==> config.mk <==
export PLATFORM = sky130hd
export DESIGN_NAME = argmax_fix16_flat
export DESIGN_NICKNAME = d
export VERILOG_FILES = /design/src/rtl/argmax_fix16_if.sv /design/src/rtl/argmax_fix16.sv /design/src/flat_wrapper.sv
export SDC_FILE = /design/constraint.sdc
export NUM_CORES = 1
export LEC_CHECK = 0
export ABC_AREA = 0
export CAP_MARGIN = 20
export CORE_ASPECT_RATIO = 1.5
export CORE_MARGIN = 1
export CORE_UTILIZATION = 50
export DETAILED_ROUTE_END_ITERATION = 12
export GPL_TIMING_DRIVEN = 0
export PLACE_DENSITY = 0.85
export SYNTH_ARGS = -nofsm -noshare
export SYNTH_HDL_FRONTEND = slang
export SYNTH_SLANG_ARGS = --single-unit
==> constraint.sdc <==
create_clock -name clk -period 4.9 [get_ports clk]
set_clock_uncertainty 0.05 [all_clocks]
set_input_delay 0.98 -clock clk [delete_from_list [all_inputs] [get_ports clk]]
set_output_delay 0.98 -clock clk [all_outputs]
set_load 0.05 [all_outputs]
==> src/rtl/argmax_fix16_if.sv <==
// Handshake and result bundle between the argmax stage, its controller and the
// class-score mux of the inference engine.
interface argmax_fix16_if #(
    parameter int unsigned DATA_WIDTH = 16
);
    localparam int unsigned IDX_W = 4;

    logic                         start;
    logic                         dnn_done;
    logic        [IDX_W-1:0]      out_idx;
    logic signed [DATA_WIDTH-1:0] score;
    logic                         busy;
    logic                         valid;
    logic        [IDX_W-1:0]      class_idx;
    logic signed [DATA_WIDTH-1:0] class_val;
    logic        [DATA_WIDTH-1:0] margin;

    modport master (
        output start, dnn_done, score,
        input  out_idx, busy, valid, class_idx, class_val, margin
    );

    modport slave (
        input  start, dnn_done, score,
        output out_idx, busy, valid, class_idx, class_val, margin
    );
endinterface

==> src/rtl/argmax_fix16.sv <==
// Scans the class scores one per cycle once inference is done and reports the
// winning class, its score and the margin to the runner-up.
module argmax_fix16 #(
    parameter int unsigned DATA_WIDTH  = 16,
    parameter int unsigned NUM_CLASSES = 10
) (
    input  logic          clk,
    input  logic          rst_n,
    argmax_fix16_if.slave bus
);
    localparam int unsigned IDX_W = 4;
    localparam int unsigned MW    = DATA_WIDTH + 1;
    localparam logic [IDX_W-1:0] LAST_IDX = IDX_W'(NUM_CLASSES - 1);
    localparam logic signed [DATA_WIDTH-1:0] SCORE_MIN = {1'b1, {(DATA_WIDTH-1){1'b0}}};

    typedef enum logic [1:0] {S_IDLE, S_SCAN, S_DONE} state_e;

    state_e                       state_q, state_d;
    logic        [IDX_W-1:0]      cnt_q, cnt_d;
    logic        [IDX_W-1:0]      out_idx_q, out_idx_d;
    logic                         busy_q, busy_d;
    logic                         valid_q, valid_d;
    logic signed [DATA_WIDTH-1:0] best_q, best_d;
    logic signed [DATA_WIDTH-1:0] second_q, second_d;
    logic        [IDX_W-1:0]      bidx_q, bidx_d;
    logic        [IDX_W-1:0]      class_idx_q, class_idx_d;
    logic signed [DATA_WIDTH-1:0] class_val_q, class_val_d;
    logic        [DATA_WIDTH-1:0] margin_q, margin_d;

    always_ff @(posedge clk or negedge rst_n) begin
        if (!rst_n) begin
            state_q     <= S_IDLE;
            cnt_q       <= '0;
            out_idx_q   <= '0;
            busy_q      <= 1'b0;
            valid_q     <= 1'b0;
            best_q      <= '0;
            second_q    <= '0;
            bidx_q      <= '0;
            class_idx_q <= '0;
            class_val_q <= '0;
            margin_q    <= '0;
        end else begin
            state_q     <= state_d;
            cnt_q       <= cnt_d;
            out_idx_q   <= out_idx_d;
            busy_q      <= busy_d;
            valid_q     <= valid_d;
            best_q      <= best_d;
            second_q    <= second_d;
            bidx_q      <= bidx_d;
            class_idx_q <= class_idx_d;
            class_val_q <= class_val_d;
            margin_q    <= margin_d;
        end
    end

    // Losing dnn_done mid-scan means the scores are no longer trustworthy: abort.
    always_comb begin
        state_d = state_q;
        case (state_q)
            S_IDLE: if (bus.start && bus.dnn_done) state_d = S_SCAN;
            S_SCAN: begin
                if (!bus.dnn_done)           state_d = S_IDLE;
                else if (cnt_q == LAST_IDX)  state_d = S_DONE;
            end
            S_DONE:  state_d = S_IDLE;
            default: state_d = S_IDLE;
        endcase
    end

    always_comb begin
        cnt_d       = '0;
        out_idx_d   = '0;
        busy_d      = 1'b0;
        valid_d     = 1'b0;
        best_d      = best_q;
        second_d    = second_q;
        bidx_d      = bidx_q;
        class_idx_d = class_idx_q;
        class_val_d = class_val_q;
        margin_d    = margin_q;

        // Strict compares keep the lowest index on ties; an equal score lands in second.
        if (state_q == S_SCAN && bus.dnn_done) begin
            if (cnt_q == '0) begin
                best_d   = bus.score;
                second_d = SCORE_MIN;
                bidx_d   = '0;
            end else if (bus.score > best_q) begin
                second_d = best_q;
                best_d   = bus.score;
                bidx_d   = cnt_q;
            end else if (bus.score > second_q) begin
                second_d = bus.score;
            end
        end

        if (state_d == S_SCAN) begin
            busy_d = 1'b1;
            if (state_q == S_SCAN) begin
                cnt_d     = IDX_W'(cnt_q + 1'b1);
                out_idx_d = IDX_W'(cnt_q + 1'b1);
            end
        end

        // best >= second always, so the widened difference fits DATA_WIDTH unsigned.
        if (state_d == S_DONE) begin
            valid_d     = 1'b1;
            class_idx_d = bidx_d;
            class_val_d = best_d;
            margin_d    = DATA_WIDTH'(MW'(best_d) - MW'(second_d));
        end
    end

    assign bus.out_idx   = out_idx_q;
    assign bus.busy      = busy_q;
    assign bus.valid     = valid_q;
    assign bus.class_idx = class_idx_q;
    assign bus.class_val = class_val_q;
    assign bus.margin    = margin_q;
endmodule

==> src/flat_wrapper.sv <==
// flat-port wrapper written by rule: the top's interface ports become plain ports
module argmax_fix16_flat 
#(
    parameter int unsigned DATA_WIDTH  = 16,
    parameter int unsigned NUM_CLASSES = 10
)
  (clk, rst_n, bus_start, bus_dnn_done, bus_score, bus_out_idx, bus_busy, bus_valid, bus_class_idx, bus_class_val, bus_margin);
  argmax_fix16_if #(.DATA_WIDTH(DATA_WIDTH)) bus_i ();
  input  logic clk;
  input  logic rst_n;
  input wire logic [$bits(bus_i.start)-1:0] bus_start;
  input wire logic [$bits(bus_i.dnn_done)-1:0] bus_dnn_done;
  input wire logic [$bits(bus_i.score)-1:0] bus_score;
  output wire logic [$bits(bus_i.out_idx)-1:0] bus_out_idx;
  output wire logic [$bits(bus_i.busy)-1:0] bus_busy;
  output wire logic [$bits(bus_i.valid)-1:0] bus_valid;
  output wire logic [$bits(bus_i.class_idx)-1:0] bus_class_idx;
  output wire logic [$bits(bus_i.class_val)-1:0] bus_class_val;
  output wire logic [$bits(bus_i.margin)-1:0] bus_margin;
  assign bus_i.start = bus_start;
  assign bus_i.dnn_done = bus_dnn_done;
  assign bus_i.score = bus_score;
  assign bus_out_idx = bus_i.out_idx;
  assign bus_busy = bus_i.busy;
  assign bus_valid = bus_i.valid;
  assign bus_class_idx = bus_i.class_idx;
  assign bus_class_val = bus_i.class_val;
  assign bus_margin = bus_i.margin;
  argmax_fix16 #(.DATA_WIDTH(DATA_WIDTH), .NUM_CLASSES(NUM_CLASSES)) u_core (.clk(clk), .rst_n(rst_n), .bus(bus_i));
endmodule
# Word level (Yosys, flattened, before mapping)
# Cells that the tools add are included.
[totals]
reg_bits = 80
in_bits = 20
out_inout_bits = 42
wordCells = 40
[classes]
n_addsub = 2
n_lt_le_gt_ge = 2
n_eq_ne = 4
n_mux = 18
n_reduce_logical = 4
[ops]
columns = ["cell", "count"]
rows = [
  ["two-way mux 16 bit", 7],
  ["> comparator 16 bit", 2],
  ["two-way mux 4 bit", 5],
  ["subtractor 16 bit", 1],
  ["two-way mux 2 bit", 3],
  ["adder 4 x 1 -> 4 bit, second input constant", 1],
  ["== test 2 x 1 -> 1 bit, second input constant", 2],
  ["== test 4 bit, second input constant", 1],
  ["zero test 4 bit", 1],
  ["one-hot mux 2 bit (2 select lines)", 1],
  ["== test 2 bit, second input constant", 1],
  ["logical AND 1 bit", 2],
  ["zero test 2 bit", 1],
  ["two-way mux 1 bit", 2],
]

# Logic depth before layout (Yosys ltp)
# Gate-level depths: netlist of the first run.
[logic_depth]
ltp_word = 6
mapped_depth = 24
mapped_depth_nobuf = 23

# Least setup slack after synthesis of the first run
# Ideal clock, no wire load.
[synth_timing]
path_type = "input -> register"
startpoint = "input bus_score[5]"
endpoint = "register u_core.margin_q[14] (netlist: u_core.bus.margin[14])"
setup_ns = 0.095
arrival_time_ns = 5.395
t_required_ns = 4.755
path_slack_ns = -0.640
stages = 23
n_path_buf = 1
path_cell_list = "ha_1 > a211oi_2 > nor2_1 > o31a_1 > nor4_4 > mux2i_4 > buf_4 > nor2_1 > a21oi_1 > o21ai_0 > a22o_1 > ha_1 > fa_1 > nor2b_1 > o21ai_1 > a21oi_1 > o21a_1 > o21ai_1 > a21oi_1 > o31ai_1 > a2111o_1 > and3_1 > o31ai_1"
[synth_between]
elab_chain_len = 6
word_cells_on_any_way = 10
cone_classes = "add/sub (1); order compare (2); mux (7)"
[synth_rtl]
columns = ["item", "line", "text"]
rows = [
  ["from (decl)", "flat_wrapper.sv:13", "input wire logic [$bits(bus_i.score)-1:0] bus_score;"],
  ["> comparator 16 bit", "argmax_fix16.sv:94", "end else if (bus.score > second_q) begin"],
  ["two-way mux 16 bit", "argmax_fix16.sv:94", ""],
  ["two-way mux 16 bit *", "argmax_fix16.sv:90", "end else if (bus.score > best_q) begin"],
  ["two-way mux 16 bit *", "argmax_fix16.sv:86", "if (cnt_q == '0) begin"],
  ["two-way mux 16 bit *", "argmax_fix16.sv:85", "if (state_q == S_SCAN && bus.dnn_done) begin"],
  ["via u_core.second_d[0]", "argmax_fix16.sv:24", "logic signed [DATA_WIDTH-1:0] second_q, second_d;"],
  ["subtractor 16 bit *", "argmax_fix16.sv:112", "margin_d = DATA_WIDTH'(MW'(best_d) - MW'(second_d));"],
  ["to (signal assigned)", "argmax_fix16.sv:54", "margin_q <= margin_d;"],
  ["to (decl)", "argmax_fix16.sv:28", "logic [DATA_WIDTH-1:0] margin_q, margin_d;"],
]
# The timed path passes the listed nets; every way through them passes the cells marked *.
# A chain may end at the register's enable or synchronous reset.

# Worst setup path in the final report of the first run
[layout_timing]
startpoint = "input bus_score[5]"
endpoint = "register u_core.margin_q[15] (netlist: u_core.bus.margin[15])"
[layout_between]
elab_chain_len = 6
word_cells_on_any_way = 10
cone_classes = "add/sub (1); order compare (2); mux (7)"
[layout_rtl]
columns = ["item", "line"]
rows = [
  ["> comparator 16 bit", "argmax_fix16.sv:94"],
  ["two-way mux 16 bit", "argmax_fix16.sv:94"],
  ["two-way mux 16 bit", "argmax_fix16.sv:90"],
  ["two-way mux 16 bit", "argmax_fix16.sv:86"],
  ["two-way mux 16 bit", "argmax_fix16.sv:85"],
  ["subtractor 16 bit *", "argmax_fix16.sv:112"],
]
# Mark *: on every way between the ends. The rest lies on a longest branch, timed or not.

==> metrics.log, run 1 <==
[metrics] run status: complete, but fails checks
[metrics] violated checks: negative setup slack
[metrics] Final setup violation count: 8
[metrics] post-layout net count: 692
[metrics] CTS clock-pin slew for the worst setup and hold paths: 0.06 ns
[metrics] antenna diode count: 0
[metrics] xor and xnor area share after synthesis: 2.36%
[metrics] width of the chip: 81.7 µm
[metrics] initial core utilization: 51.5%
[metrics] #FFs+latches synth: 80
[metrics] count of unique library cells instantiated by Yosys: 55
[metrics] total routing usage reported by global routing: 31.8%
[metrics] worst reg2reg endpoint: u_core.bus.margin[15]
[metrics] number of H-tree levels: 3
[metrics] fraction of the mapped netlist area in adder cells: 13.5%
[metrics] 1st-iter DRT viols: 429
[metrics] startpoint class of the critical path: input pin
[metrics] area inside the core boundary: 9250 µm²
[metrics] number of routed nets with antenna violations: 0
[metrics] synthesized net count: 580
[metrics] max capacitance violation total: 0
[metrics] post-synthesis instance area: 4770 µm²
[metrics] vias post-DR: 4633
[metrics] wire length of the first global-routing pass: 23.3 mm
[metrics] total number of clock tree sinks: 80
[metrics] crit share post-route: 109%
[metrics] share of cells above drive strength 1: 24.1%
[metrics] number of synthesized flops with an enable pin: 0
[metrics] Syn. warnings: 0
[metrics] beginning of the worst hold path: u_core.state_q[1]
[metrics] final hold slack: 0.429 ns
[metrics] multiplexer area fraction after synthesis: 7.22%
[metrics] vias in the first global route: 4732
[metrics] clock period minus worst slack: 5.36 ns
[metrics] IR drop worst, VDD: 0.000440 V
[metrics] number of cells on the worst reg-to-reg path: 25
[metrics] initial antenna violation count: 0
[metrics] number of buffers between clock root and the deepest sink: 2
[metrics] detailed-route vias per instance: 6.28
[metrics] gpl congestion: 0.880
[metrics] Peak Freq: 187 MHz
[metrics] total DRC errors in the routed layout: 0
[metrics] flop-to-flop setup slack: -0.25 ns
[metrics] Max Fanout on Critical Path: 4
[metrics] hold buffer count at CTS: 0
[metrics] leakage power: 0.00311 µW
[metrics] dominant combinational cell family by area after synthesis: compound AO/OA/AOI/OAI gates
[metrics] area enclosed by the die boundary: 9940 µm²
[metrics] master cell of the clock root buffer: sky130_fd_sc_hd__clkbuf_16
[metrics] register area: 2000 µm²
[metrics] area of combinational cells with multiple inputs: 2860 µm²
[metrics] Clk Latency, worst-skew pair: 0.35 ns
[metrics] Area growth, synth to finish: 37.1%
[metrics] async set-or-reset flop fraction in the synthesized netlist: 100%
[metrics] Die Y: 122 µm
[metrics] worst hold path endpoint: u_core.bus.busy
[metrics] fraction of the mapped netlist area in compound gates: 14.6%
[metrics] setup repair after global routing missed its margin: true
[metrics] wire length reported by the detailed router: 15.8 mm
[metrics] count of port buffers added during placement: 61
[metrics] Arrival @ worst endpoint: 5.51 ns
[metrics] Remaining Overflow, GRT: 0
[metrics] Num CTS Buffers: 9
[metrics] fin. max-slew vios: 0
[metrics] slew at the pin closest to its max-slew limit: 0.721 ns
[metrics] Rel. slew slack: 51.8%
[metrics] critical path required time: 5.05 ns
[metrics] Avg Synthesized Cell Area: 9.37 µm²
[metrics] category of the worst setup path capture point: register
[metrics] drt first pass iters: 6
[metrics] Post-Synth Simple-Gate Area: 14.1%
[metrics] std cell rows: 43
[metrics] Final Hold Violating Endpoints: 0
[metrics] boundary pin count: 62
[metrics] sequential cell area fraction in the yosys report: 42.0%
[metrics] half-perimeter wire length after placement: 9.17 mm
[metrics] post-synthesis cell count: 509
[metrics] depth of the worst hold-timing path: 1
[metrics] per-cell routed wire length: 21.5 µm
[metrics] reg2reg start: u_core.second_q[5]
[metrics] TritonCTS clock tree: built
[metrics] utilization of the core after routing: 70.6%
[metrics] pin count of the biggest net entering global routing: 42
[metrics] post-route worst setup slack: -0.456 ns
[metrics] commonest register cell after synthesis: sky130_fd_sc_hd__dfrtp_1
[metrics] Power Dens Cells: 444 nW/µm²
[metrics] class of the tightest hold or removal check: register to register
[metrics] fillers: 612
[metrics] category of the critical setup timing path: input pin to register
per-stage QoR:
step           setup TNS [ns]  total power [µW]  cells  instance area [µm²]  setup slack (ns)
6_report                -2.33              2900    738                 6530            -0.456
5_1_grt                 -3.23              3020    738                 6530            -0.567
4_1_cts                -0.748              2670    733                 6390            -0.292
3_5_place_dp           -13.76              1740    683                 5600             -1.70
3_3_place_gp           -11.88              1690    682                 5580             -1.56
2_1_floorplan          -0.458              1490    509                 4830            -0.367
layer usage:
metal | GRT usage [%] | routed length [µm]
met1 | 36.5 | 5680
met2 | 52.3 | 7960
met3 | 6.14 | 1130
met4 | 22.0 | 1070
met5 | 0 | 0
kinds of logic after synthesis:
group,Yosys count
mux,31
compound gates,109
xor+xnor,12
buf+inv,76
fa+ha+maj,51
simple gates,150
flops,80
layout make-up:
cell class | count | area share, %
Tap cell | 112 | 2.14
Timing Repair Buffer | 102 | 13.7
Multi-Input combinational cell | 353 | 43.7
Clock buffer | 14 | 4.35
Buffer | 15 | 1.40
Inverter | 60 | 3.45
Clock inverter | 2 | 0.536
Sequential cell | 80 | 30.6
registers in the layout (all words and copies together) (netlist names):
| name | count |
|---|---|
| u_core.best_q | 16 |
| u_core.bidx_q | 4 |
| u_core.bus.busy | 1 |
| u_core.bus.class_idx | 4 |
| u_core.bus.class_val | 16 |
| u_core.bus.margin | 16 |
| u_core.bus.valid | 1 |
| u_core.cnt_q | 4 |
| u_core.second_q | 16 |
| u_core.state_q | 2 |
worst max path at each step:
stage                  startpoint                    end  slack [ns]
CTS                  bus_score[5]  u_core.bus.margin[14]       -0.29
finish               bus_score[5]  u_core.bus.margin[15]       -0.46
detailed placement  bus_score[15]  u_core.bus.margin[14]       -1.70
global placement    bus_score[15]  u_core.bus.margin[14]       -1.56
floorplan            bus_score[5]  u_core.bus.margin[14]       -0.37
global route         bus_score[5]  u_core.bus.margin[15]       -0.57
timing repair:
action	CTS	global route
pin swaps	31	20
setup endpoints to repair	14	10
resized for setup	111	25
setup buffers	35	6
report_power, final:
part           total [µW]  internal, µW  switching (µW)
logic                1400           631             773
registers             790           726            64.4
clock network         709           449             260
total                2900          1810            1100
cells in the mapped netlist (2+ instances only):
cell                        n  area share, %
sky130_fd_sc_hd__dfrtp_1   80             42
sky130_fd_sc_hd__buf_1      2           0.16
sky130_fd_sc_hd__or2_2      3           0.39
sky130_fd_sc_hd__mux2_2    12            2.8
sky130_fd_sc_hd__a22oi_1   15            2.4
sky130_fd_sc_hd__a21oi_1   23            2.4
sky130_fd_sc_hd__o22ai_1    2           0.26
sky130_fd_sc_hd__o21ai_0   25            2.6
sky130_fd_sc_hd__a32o_1     4           0.84
sky130_fd_sc_hd__clkbuf_1  11           0.87
sky130_fd_sc_hd__nor2b_1    4           0.52
sky130_fd_sc_hd__nand2_1   94            7.4
sky130_fd_sc_hd__a31oi_1    2           0.26
sky130_fd_sc_hd__o31ai_1    5           0.79
sky130_fd_sc_hd__nand4_1    4           0.52
sky130_fd_sc_hd__nor3_1     5           0.52
sky130_fd_sc_hd__inv_1     59            4.6
sky130_fd_sc_hd__a21o_1     3           0.47
sky130_fd_sc_hd__nand2b_1   5           0.66
sky130_fd_sc_hd__nor2_1    16            1.3
sky130_fd_sc_hd__o21a_1     3           0.47
sky130_fd_sc_hd__buf_2      2           0.21
sky130_fd_sc_hd__nand3_1    6           0.63
sky130_fd_sc_hd__and3_1     4           0.52
sky130_fd_sc_hd__o211ai_1   3           0.47
sky130_fd_sc_hd__ha_1      50             13
sky130_fd_sc_hd__xnor2_1    7            1.3
sky130_fd_sc_hd__o21ai_1   13            1.4
sky130_fd_sc_hd__xor2_1     4           0.73
sky130_fd_sc_hd__nand3b_1   3           0.47
sky130_fd_sc_hd__mux2i_1   16            3.4
placed cells by master (no fill, tap or decap), drive strengths merged, types with 5 or more instances in the layout:
cell type,Yosys,final
mux2,14,14
o21ai,38,38
nor3,5,5
mux2i,17,17
clkdlybuf4s50,0,44
nand2,94,94
a21oi,24,24
nor2,16,16
dfrtp,80,80
o31ai,5,5
nand2b,5,5
a22oi,15,15
inv,59,59
nand3,6,6
clkbuf,11,24
buf,5,60
ha,50,50
xnor2,8,8
critical path, cell delays in order:
cell and delay [ns]:
sky130_fd_sc_hd__buf_8 0.10, sky130_fd_sc_hd__ha_4 0.21, sky130_fd_sc_hd__a211oi_2 0.21, sky130_fd_sc_hd__nor2_1 0.07, sky130_fd_sc_hd__o31a_1 0.32, sky130_fd_sc_hd__nor4_4 0.35, sky130_fd_sc_hd__mux2i_4 0.38, sky130_fd_sc_hd__buf_6 0.16
sky130_fd_sc_hd__buf_6 0.10, sky130_fd_sc_hd__buf_6 0.09, sky130_fd_sc_hd__mux2i_1 0.17, sky130_fd_sc_hd__o21ai_1 0.10, sky130_fd_sc_hd__a22oi_2 0.31, sky130_fd_sc_hd__ha_4 0.28, sky130_fd_sc_hd__buf_6 0.12, sky130_fd_sc_hd__o21ai_2 0.06
sky130_fd_sc_hd__a21oi_2 0.07, sky130_fd_sc_hd__o211ai_1 0.16, sky130_fd_sc_hd__nand2_1 0.13, sky130_fd_sc_hd__a311o_1 0.41, sky130_fd_sc_hd__o22ai_2 0.15, sky130_fd_sc_hd__o21ai_2 0.10, sky130_fd_sc_hd__a31oi_2 0.23, sky130_fd_sc_hd__xnor2_1 0.16
sky130_fd_sc_hd__o21ai_1 0.08
No activity file was read; power rests on OpenSTA's default activity.
==> run 2, diff against run 1 <==
Settings changed: SKIP_CTS_REPAIR_TIMING set to 1.
==> metrics.log, run 2 (synthesis gave the netlist of run 1 again) <==
[metrics] run status: complete, but fails checks
[metrics] violated checks: negative setup slack
[metrics] worst hold path endpoint: u_core.state_q[0]
[metrics] wire length reported by the detailed router: 14.6 mm (-8.0%)
[metrics] leakage power: 0.00310 µW (-0.35%)
[metrics] worst reg2reg endpoint: u_core.bus.margin[14]
[metrics] CP startpoint: bus_score[5]
[metrics] Area growth, synth to finish: 36.1%
[metrics] Rel. slew slack: 54.6% (+2.8 points)
[metrics] flop-to-flop setup slack: -0.37 ns (-0.12 ns)
[metrics] total number of clock tree sinks: 80 (unchanged)
[metrics] area of combinational cells with multiple inputs: 2840 µm² (-0.66%)
[metrics] ordered cell list for the critical path: buf_8 -> ha_4 -> a211oi_2 -> nor2_1 -> o31a_1 -> nor4_4 -> mux2i_4 -> buf_6 -> mux2i_1 -> o21ai_0 -> a22oi_1 -> inv_1 -> fa_2 -> nor2b_2 -> o21ai_2 -> a21oi_2 -> o21a_1 -> o21ai_2 -> a21oi_4 -> o31ai_4 -> a2111o_1 -> and3_4 -> o31ai_4
[metrics] Num CTS Buffers: 9 (unchanged)
[metrics] gpl congestion: 0.880 (unchanged)
[metrics] Die Y: 122 µm (unchanged)
[metrics] startpoint class of the critical path: input pin
[metrics] count of port buffers added during placement: 61 (unchanged)
[metrics] Remaining Overflow, GRT: 0 (unchanged)
[metrics] wire length of the first global-routing pass: 20.0 mm (-14%)
[metrics] initial antenna violation count: 0 (unchanged)
[metrics] post-layout net count: 683 (-1.3%)
[metrics] master cell of the clock root buffer: sky130_fd_sc_hd__clkbuf_16
[metrics] class of the tightest hold or removal check: register to register
[metrics] TritonCTS clock tree: built
[metrics] Power Dens Cells: 432 nW/µm² (-2.7%)
[metrics] category of the worst setup path capture point: register
[metrics] register area: 2000 µm² (unchanged)
[metrics] Final Hold Violating Endpoints: 0 (unchanged)
[metrics] final hold slack: 0.427 ns (-0.00161 ns)
[metrics] CTS clock-pin slew for the worst setup and hold paths: 0.06 ns (about the same)
[metrics] pin count of the biggest net entering global routing: 42 (unchanged)
[metrics] depth of the worst hold-timing path: 1 (unchanged)
[metrics] category of the critical setup timing path: input pin to register
[metrics] beginning of the worst hold path: u_core.state_q[1]
[metrics] std cell rows: 43 (unchanged)
[metrics] max capacitance violation total: 0 (unchanged)
[metrics] cell count after placement: 683 (unchanged)
[metrics] Final setup violation count: 6 (-2)
[metrics] vias post-DR: 4484 (-3.2%)
[metrics] commonest non-fill, non-tap cells in the layout: sky130_fd_sc_hd__nand2_1 (94), sky130_fd_sc_hd__dfrtp_1 (80), sky130_fd_sc_hd__inv_1 (58)
[metrics] number of cells on the worst reg-to-reg path: 23 (-8.0%)
[metrics] fin. max-slew vios: 0 (unchanged)
[metrics] number of buffers between clock root and the deepest sink: 2 (unchanged)
[metrics] crit share post-route: 112% (+2.4 points)
[metrics] critical path required time: 5.10 ns (+0.05 ns)
[metrics] drt first pass iters: 8 (+2)
[metrics] slew at the pin closest to its max-slew limit: 0.680 ns (-0.0415 ns)
[metrics] Arrival @ worst endpoint: 5.68 ns (+0.17 ns)
[metrics] Peak Freq: 183 MHz (-2.2%)
[metrics] detailed-route vias per instance: 6.15 (-2.0%)
[metrics] post-layout instance count excluding filler cells: 729 (-1.2%)
[metrics] total routing usage reported by global routing: 26.9% (-4.9 points)
[metrics] IR drop worst, VDD: 0.000458 V (+4.1%)
[metrics] share of cells above drive strength 1: 22.0% (-2.1 points)
[metrics] fillers: 621 (+1.5%)
[metrics] Crit path largest cell delay: 0.46 ns (+0.05 ns)
[metrics] number of routed nets with antenna violations: 0 (unchanged)
[metrics] Critical-path top delay cell: sky130_fd_sc_hd__a2111o_1
[metrics] antenna diode count: 0 (unchanged)
[metrics] boundary pin count: 62 (unchanged)
[metrics] setup repair after global routing missed its margin: true
[metrics] buffers and inverters on the worst path: 3 (-2)
[metrics] 1st-iter DRT viols: 347 (-19%)
[metrics] number of H-tree levels: 3 (unchanged)
[metrics] Clk Latency, worst-skew pair: 0.34 ns (about the same)
[metrics] vias in the first global route: 4221 (-11%)
[metrics] Max Fanout on Critical Path: 4 (unchanged)
[metrics] post-route worst setup slack: -0.574 ns (-0.118 ns)
[metrics] half-perimeter wire length after placement: 9.17 mm (unchanged)
[metrics] clock period minus worst slack: 5.47 ns (+0.118 ns)
[metrics] area inside the core boundary: 9250 µm² (unchanged)
[metrics] per-cell routed wire length: 20.0 µm (-6.9%)
[metrics] initial core utilization: 51.5% (unchanged)
[metrics] total DRC errors in the routed layout: 0 (unchanged)
[metrics] area enclosed by the die boundary: 9940 µm² (unchanged)
[metrics] reg2reg start: u_core.second_q[5]
[metrics] kind of cell adding the most delay to the critical path: compound AO/OA/AOI/OAI gates
[metrics] most common library cell in the layout ignoring fill and taps: sky130_fd_sc_hd__nand2_1
[metrics] width of the chip: 81.7 µm (unchanged)
## run 2: cell count changes in the layout (fill, tap and decap cells not counted), moves of 4 or more
| cell | delta |
|---|---|
| sky130_fd_sc_hd__buf_2 | -9 |
| sky130_fd_sc_hd__buf_4 | -8 |
| sky130_fd_sc_hd__clkbuf_2 | +6 |
| sky130_fd_sc_hd__dlymetal6s2s_1 | +4 |
| sky130_fd_sc_hd__o21ai_1 | -4 |
| sky130_fd_sc_hd__o21ai_0 | +5 |
## run 2: final cells by class
type                    instances  share of cell area [%]
plain buffers                  15                    1.39
clock buffers                  14                    4.38
clock inverters                 2                   0.540
inverters                      60                    3.47
multi-input cells             353                    43.8
flip-flops and latches         80                    30.9
well taps                     112                    2.16
repair buffers                 93                    13.4
## run 2: worst max-delay path by stage
stage	to	slack, ns	depth (start not counted)
floorplan	u_core.bus.margin[14]	-0.37	23
detailed placement	u_core.bus.margin[14]	-1.70	24
global route	u_core.bus.margin[14]	-0.74	23
finish	u_core.bus.margin[14]	-0.57	23
CTS	u_core.bus.margin[14]	-1.42	24
global placement	u_core.bus.margin[14]	-1.56	24
## run 2: through the flow
step	power (µW)	utilization, %	instance area [µm²]	setup WS, ns	TNS [ns]
floorplan	1490	-	4830	-0.367	-0.458
global placement	1690	60.3	5580	-1.56	-11.88
detailed placement	1740	60.5	5600	-1.70	-13.76
CTS	2450	63.9	5920	-1.42	-10.25
global route	2940	70.1	6490	-0.736	-3.17
finish	2810	70.1	6490	-0.574	-2.04
## run 2: per-layer routing
| layer | vias to the layer above | wire [µm] | share of wire, % | GRT usage (%) |
|---|---|---|---|---|
| li1 | 1953 | - | - | - |
| met1 | 2175 | 5310 | 36 | 30.6 |
| met2 | 275 | 7490 | 51 | 46.5 |
| met3 | 81 | 1010 | 6.9 | 5.32 |
| met4 | 0 | 764 | 5.2 | 14.0 |
| met5 | - | 0 | 0 | 0 |
## run 2: power by group
part	total [µW]	leakage, µW	internal (µW)	switching (µW)
Combinational	1310	0.00187	578	734
Clock	705	0.000159	449	256
Sequential	788	0.00107	726	62.4
## run 2: worst reg2reg max path, delay by kind of cell (launching register included)
kind	cells	cell delay [ns]
AOI/OAI and AO/OA	12	2.35
and+or+nand+nor	4	0.69
adders and majority gates	2	0.63
muxes	2	0.63
buffers and inverters	3	0.41
DFF	1	0.41
==> run 3, diff against run 2 <==
Settings changed: CORE_ASPECT_RATIO 1.5 to 0.6.
==> metrics.log, run 3 (synthesis gave the netlist of run 1 again) <==
[metrics] crit path capture: u_core.bus.margin[14]
[metrics] worst reg2reg endpoint: u_core.bus.margin[14]
[metrics] met1 layer wirelength in the final routing: 6.27 mm (+18%)
[metrics] Final Hold Violating Endpoints: 0 (unchanged)
[metrics] Rel. slew slack: 53.5% (-1.0 points)
[metrics] IR drop worst, VDD: 0.000242 V (-47%)
[metrics] number of buffers between clock root and the deepest sink: 2 (unchanged)
[metrics] Critical Path Most Common Cell: sky130_fd_sc_hd__a21oi_2
[metrics] Final setup violation count: 7 (+1)
[metrics] total power of the final layout: 2710 µW (-3.3%)
[metrics] switching share of total power: 39.0% (+1.5 points)
[metrics] per-cell routed wire length: 19.0 µm (-4.8%)
[metrics] initial antenna violation count: 0 (unchanged)
[metrics] vias post-DR: 4231 (-5.6%)
[metrics] fin. max-slew vios: 0 (unchanged)
[metrics] master cell of the clock root buffer: sky130_fd_sc_hd__clkbuf_16
[metrics] category of the worst setup path capture point: register
[metrics] area enclosed by the die boundary: 9940 µm² (about the same)
[metrics] Power Dens Cells: 427 nW/µm² (-1.3%)
[metrics] detailed-route vias per instance: 5.75 (-6.5%)
[metrics] Remaining Overflow, GRT: 0 (unchanged)
[metrics] commonest non-fill, non-tap cells in the layout: sky130_fd_sc_hd__nand2_1 (94), sky130_fd_sc_hd__dfrtp_1 (80), sky130_fd_sc_hd__inv_1 (58)
[metrics] half-perimeter wire length after placement: 9.49 mm (+3.5%)
[metrics] Max Fanout on Critical Path: 4 (unchanged)
[metrics] flop-to-flop setup slack: -0.40 ns (-0.03 ns)
[metrics] critical path required time: 5.09 ns (about the same)
[metrics] violated checks: negative setup slack
[metrics] most common library cell in the layout ignoring fill and taps: sky130_fd_sc_hd__nand2_1
[metrics] width of the chip: 128 µm (+57%)
[metrics] leakage power: 0.00308 µW (-0.87%)
[metrics] final instance area: 6360 µm² (-2.0%)
[metrics] post-layout net count: 672 (-1.6%)
[metrics] class of the tightest hold or removal check: register to register
[metrics] wire length reported by the detailed router: 14.0 mm (-3.9%)
[metrics] wire length of the first global-routing pass: 20.4 mm (+1.7%)
[metrics] post-layout instance count excluding filler cells: 736 (+0.96%)
[metrics] setup_tns: -1.82 ns (+0.226 ns)
[metrics] vias in the first global route: 3948 (-6.5%)
[metrics] Die Y: 77.6 µm (-36%)
[metrics] TritonCTS clock tree: built
[metrics] cell count after placement: 701 (+2.6%)
[metrics] number of H-tree levels: 3 (unchanged)
[metrics] sequential fraction of design power: 29.1% (+1.0 points)
[metrics] setup repair after global routing missed its margin: true
[metrics] kind of cell adding the most delay to the critical path: compound AO/OA/AOI/OAI gates
[metrics] Arrival @ worst endpoint: 5.71 ns (+0.03 ns)
[metrics] switching power summed over all nets: 1060 µW (+0.63%)
[metrics] run status: complete, but fails checks
[metrics] slew at the pin closest to its max-slew limit: 0.695 ns (+0.0154 ns)
[metrics] std cell rows: 27 (-37%)
[metrics] Crit path largest cell delay: 0.52 ns (+0.06 ns)
[metrics] drt first pass iters: 5 (-3)
[metrics] startpoint class of the critical path: input pin
[metrics] pin count of the biggest net entering global routing: 70 (+67%)
[metrics] met3 WL: 1.20 mm (+19%)
[metrics] post-route worst setup slack: -0.619 ns (-0.0447 ns)
[metrics] CTS clock-pin slew for the worst setup and hold paths: 0.06 ns (about the same)
[metrics] antenna diode count: 0 (unchanged)
[metrics] Combinational Power Share: 48.4% (+1.6 points)
[metrics] placement-stage cell area: 5630 µm² (+0.54%)
[metrics] area inside the core boundary: 9220 µm² (-0.34%)
[metrics] clock power share: 22.5% (-2.6 points)
[metrics] ordered cell list for the critical path: dlymetal6s2s_1 -> ha_1 -> nand3_1 -> or4_4 -> nor2_2 -> a21oi_1 -> mux2i_4 -> buf_8 -> nor2_2 -> a21oi_2 -> o21ai_1 -> a22o_1 -> ha_2 -> fa_2 -> nor2b_2 -> o21ai_2 -> a21oi_2 -> o21a_1 -> o21ai_2 -> a21oi_2 -> o31ai_4 -> a2111o_1 -> and3_1 -> o31ai_1
[metrics] Peak Freq: 181 MHz (-0.81%)
[metrics] highest layer used for signal routing: met4
[metrics] Clk Latency, worst-skew pair: 0.35 ns (about the same)
[metrics] total number of clock tree sinks: 80 (unchanged)
[metrics] total routing usage reported by global routing: 27.3% (+0.41 points)
[metrics] Area growth, synth to finish: 33.4%
[metrics] number of cells on the worst reg-to-reg path: 24 (+4.3%)
[metrics] amount of wire on met2 after detailed routing: 6.33 mm (-15%)
[metrics] reg2reg start: u_core.second_q[5]
[metrics] category of the critical setup timing path: input pin to register
[metrics] depth of the critical timing path with buffers and inverters included: 24 (+4.3%)
[metrics] Num CTS Buffers: 9 (unchanged)
[metrics] initial core utilization: 51.7% (+0.17 points)
[metrics] Critical-path top delay cell: sky130_fd_sc_hd__or4_4
[metrics] count of port buffers added during placement: 61 (unchanged)
[metrics] gpl congestion: 0.936 (+6.4%)
[metrics] clock period minus worst slack: 5.52 ns (+0.0447 ns)
[metrics] buffers and inverters on the worst path: 2 (-1)
[metrics] number of routed nets with antenna violations: 0 (unchanged)
[metrics] boundary pin count: 62 (unchanged)
[metrics] 1st-iter DRT viols: 406 (+17%)
[metrics] total DRC errors in the routed layout: 0 (unchanged)
[metrics] crit share post-route: 113% (+0.91 points)
[metrics] share of cells above drive strength 1: 19.3% (-2.7 points)
[metrics] CP startpoint: bus_score[8]
[metrics] Power Internal: 1650 µW (-5.7%)
[metrics] max capacitance violation total: 0 (unchanged)
-- run 3: worst min path at each step --
stage	cells past startpoint	slack, ns	startpoint	endpoint
2_1_floorplan	1	0.38	u_core.state_q[1]	u_core.bus.busy
3_3_place_gp	1	0.39	u_core.state_q[1]	u_core.state_q[0]
3_5_place_dp	1	0.40	u_core.state_q[1]	u_core.bus.busy
4_1_cts	1	0.40	u_core.state_q[1]	u_core.bus.busy
5_1_grt	1	0.43	u_core.state_q[1]	u_core.bus.busy
6_report	1	0.41	u_core.state_q[1]	u_core.state_q[0]
-- run 3: metrics by stage --
stage | setup WS, ns | util (%) | hold slack [ns]
2_1_floorplan | -0.367 | - | 0.377
3_3_place_gp | -1.47 | 60.8 | 0.390
3_5_place_dp | -1.67 | 61.0 | 0.397
4_1_cts | -1.36 | 63.9 | 0.405
5_1_grt | -0.785 | 68.9 | 0.427
6_report | -0.619 | 68.9 | 0.412
-- run 3: area by class of cell --
type	count	area, µm²
clock buffers	12	246
well taps	130	163
multi-input cells	353	2810
fillers	633	2870
inverters	60	225
plain buffers	15	95.1
repair buffers	82	795
flip-flops and latches	80	2000
clock inverters	4	20.0
-- run 3: worst register-to-register path, cell delays in order (launching register included) --
cell                       delay, ns
sky130_fd_sc_hd__dfrtp_1        0.41
sky130_fd_sc_hd__inv_1          0.10
sky130_fd_sc_hd__ha_4           0.25
sky130_fd_sc_hd__a211oi_2       0.21
sky130_fd_sc_hd__nor2_1         0.07
sky130_fd_sc_hd__o31a_1         0.33
sky130_fd_sc_hd__nor4_4         0.34
sky130_fd_sc_hd__mux2i_4        0.32
sky130_fd_sc_hd__buf_8          0.13
sky130_fd_sc_hd__nor2_2         0.03
sky130_fd_sc_hd__a21oi_2        0.10
sky130_fd_sc_hd__o21ai_1        0.10
sky130_fd_sc_hd__a22o_1         0.29
sky130_fd_sc_hd__ha_2           0.24
sky130_fd_sc_hd__fa_2           0.40
sky130_fd_sc_hd__nor2b_2        0.14
sky130_fd_sc_hd__o21ai_2        0.09
sky130_fd_sc_hd__a21oi_2        0.19
sky130_fd_sc_hd__o21a_1         0.19
sky130_fd_sc_hd__o21ai_2        0.08
sky130_fd_sc_hd__a21oi_2        0.22
sky130_fd_sc_hd__o31ai_4        0.11
sky130_fd_sc_hd__a2111o_1       0.43
sky130_fd_sc_hd__and3_1         0.16
sky130_fd_sc_hd__o31ai_1        0.23
-- run 3: routing by layer --
| metal | GRT usage, % | vias up |
|---|---|---|
| met2 | 41.3 | 195 |
| met4 | 7.65 | 0 |
| met1 | 38.9 | 2083 |
| met5 | 0 | - |
| met3 | 6.90 | 24 |
| li1 | - | 1929 |
-- run 3: power by group through the flow --
stage | registers (µW) | clock network (µW) | logic, µW
global route | 793 | 640 | 1410
detailed placement | 792 | 0 | 982
CTS | 781 | 617 | 998
floorplan | 779 | 0 | 716
finish | 788 | 611 | 1310
global placement | 786 | 0 | 936
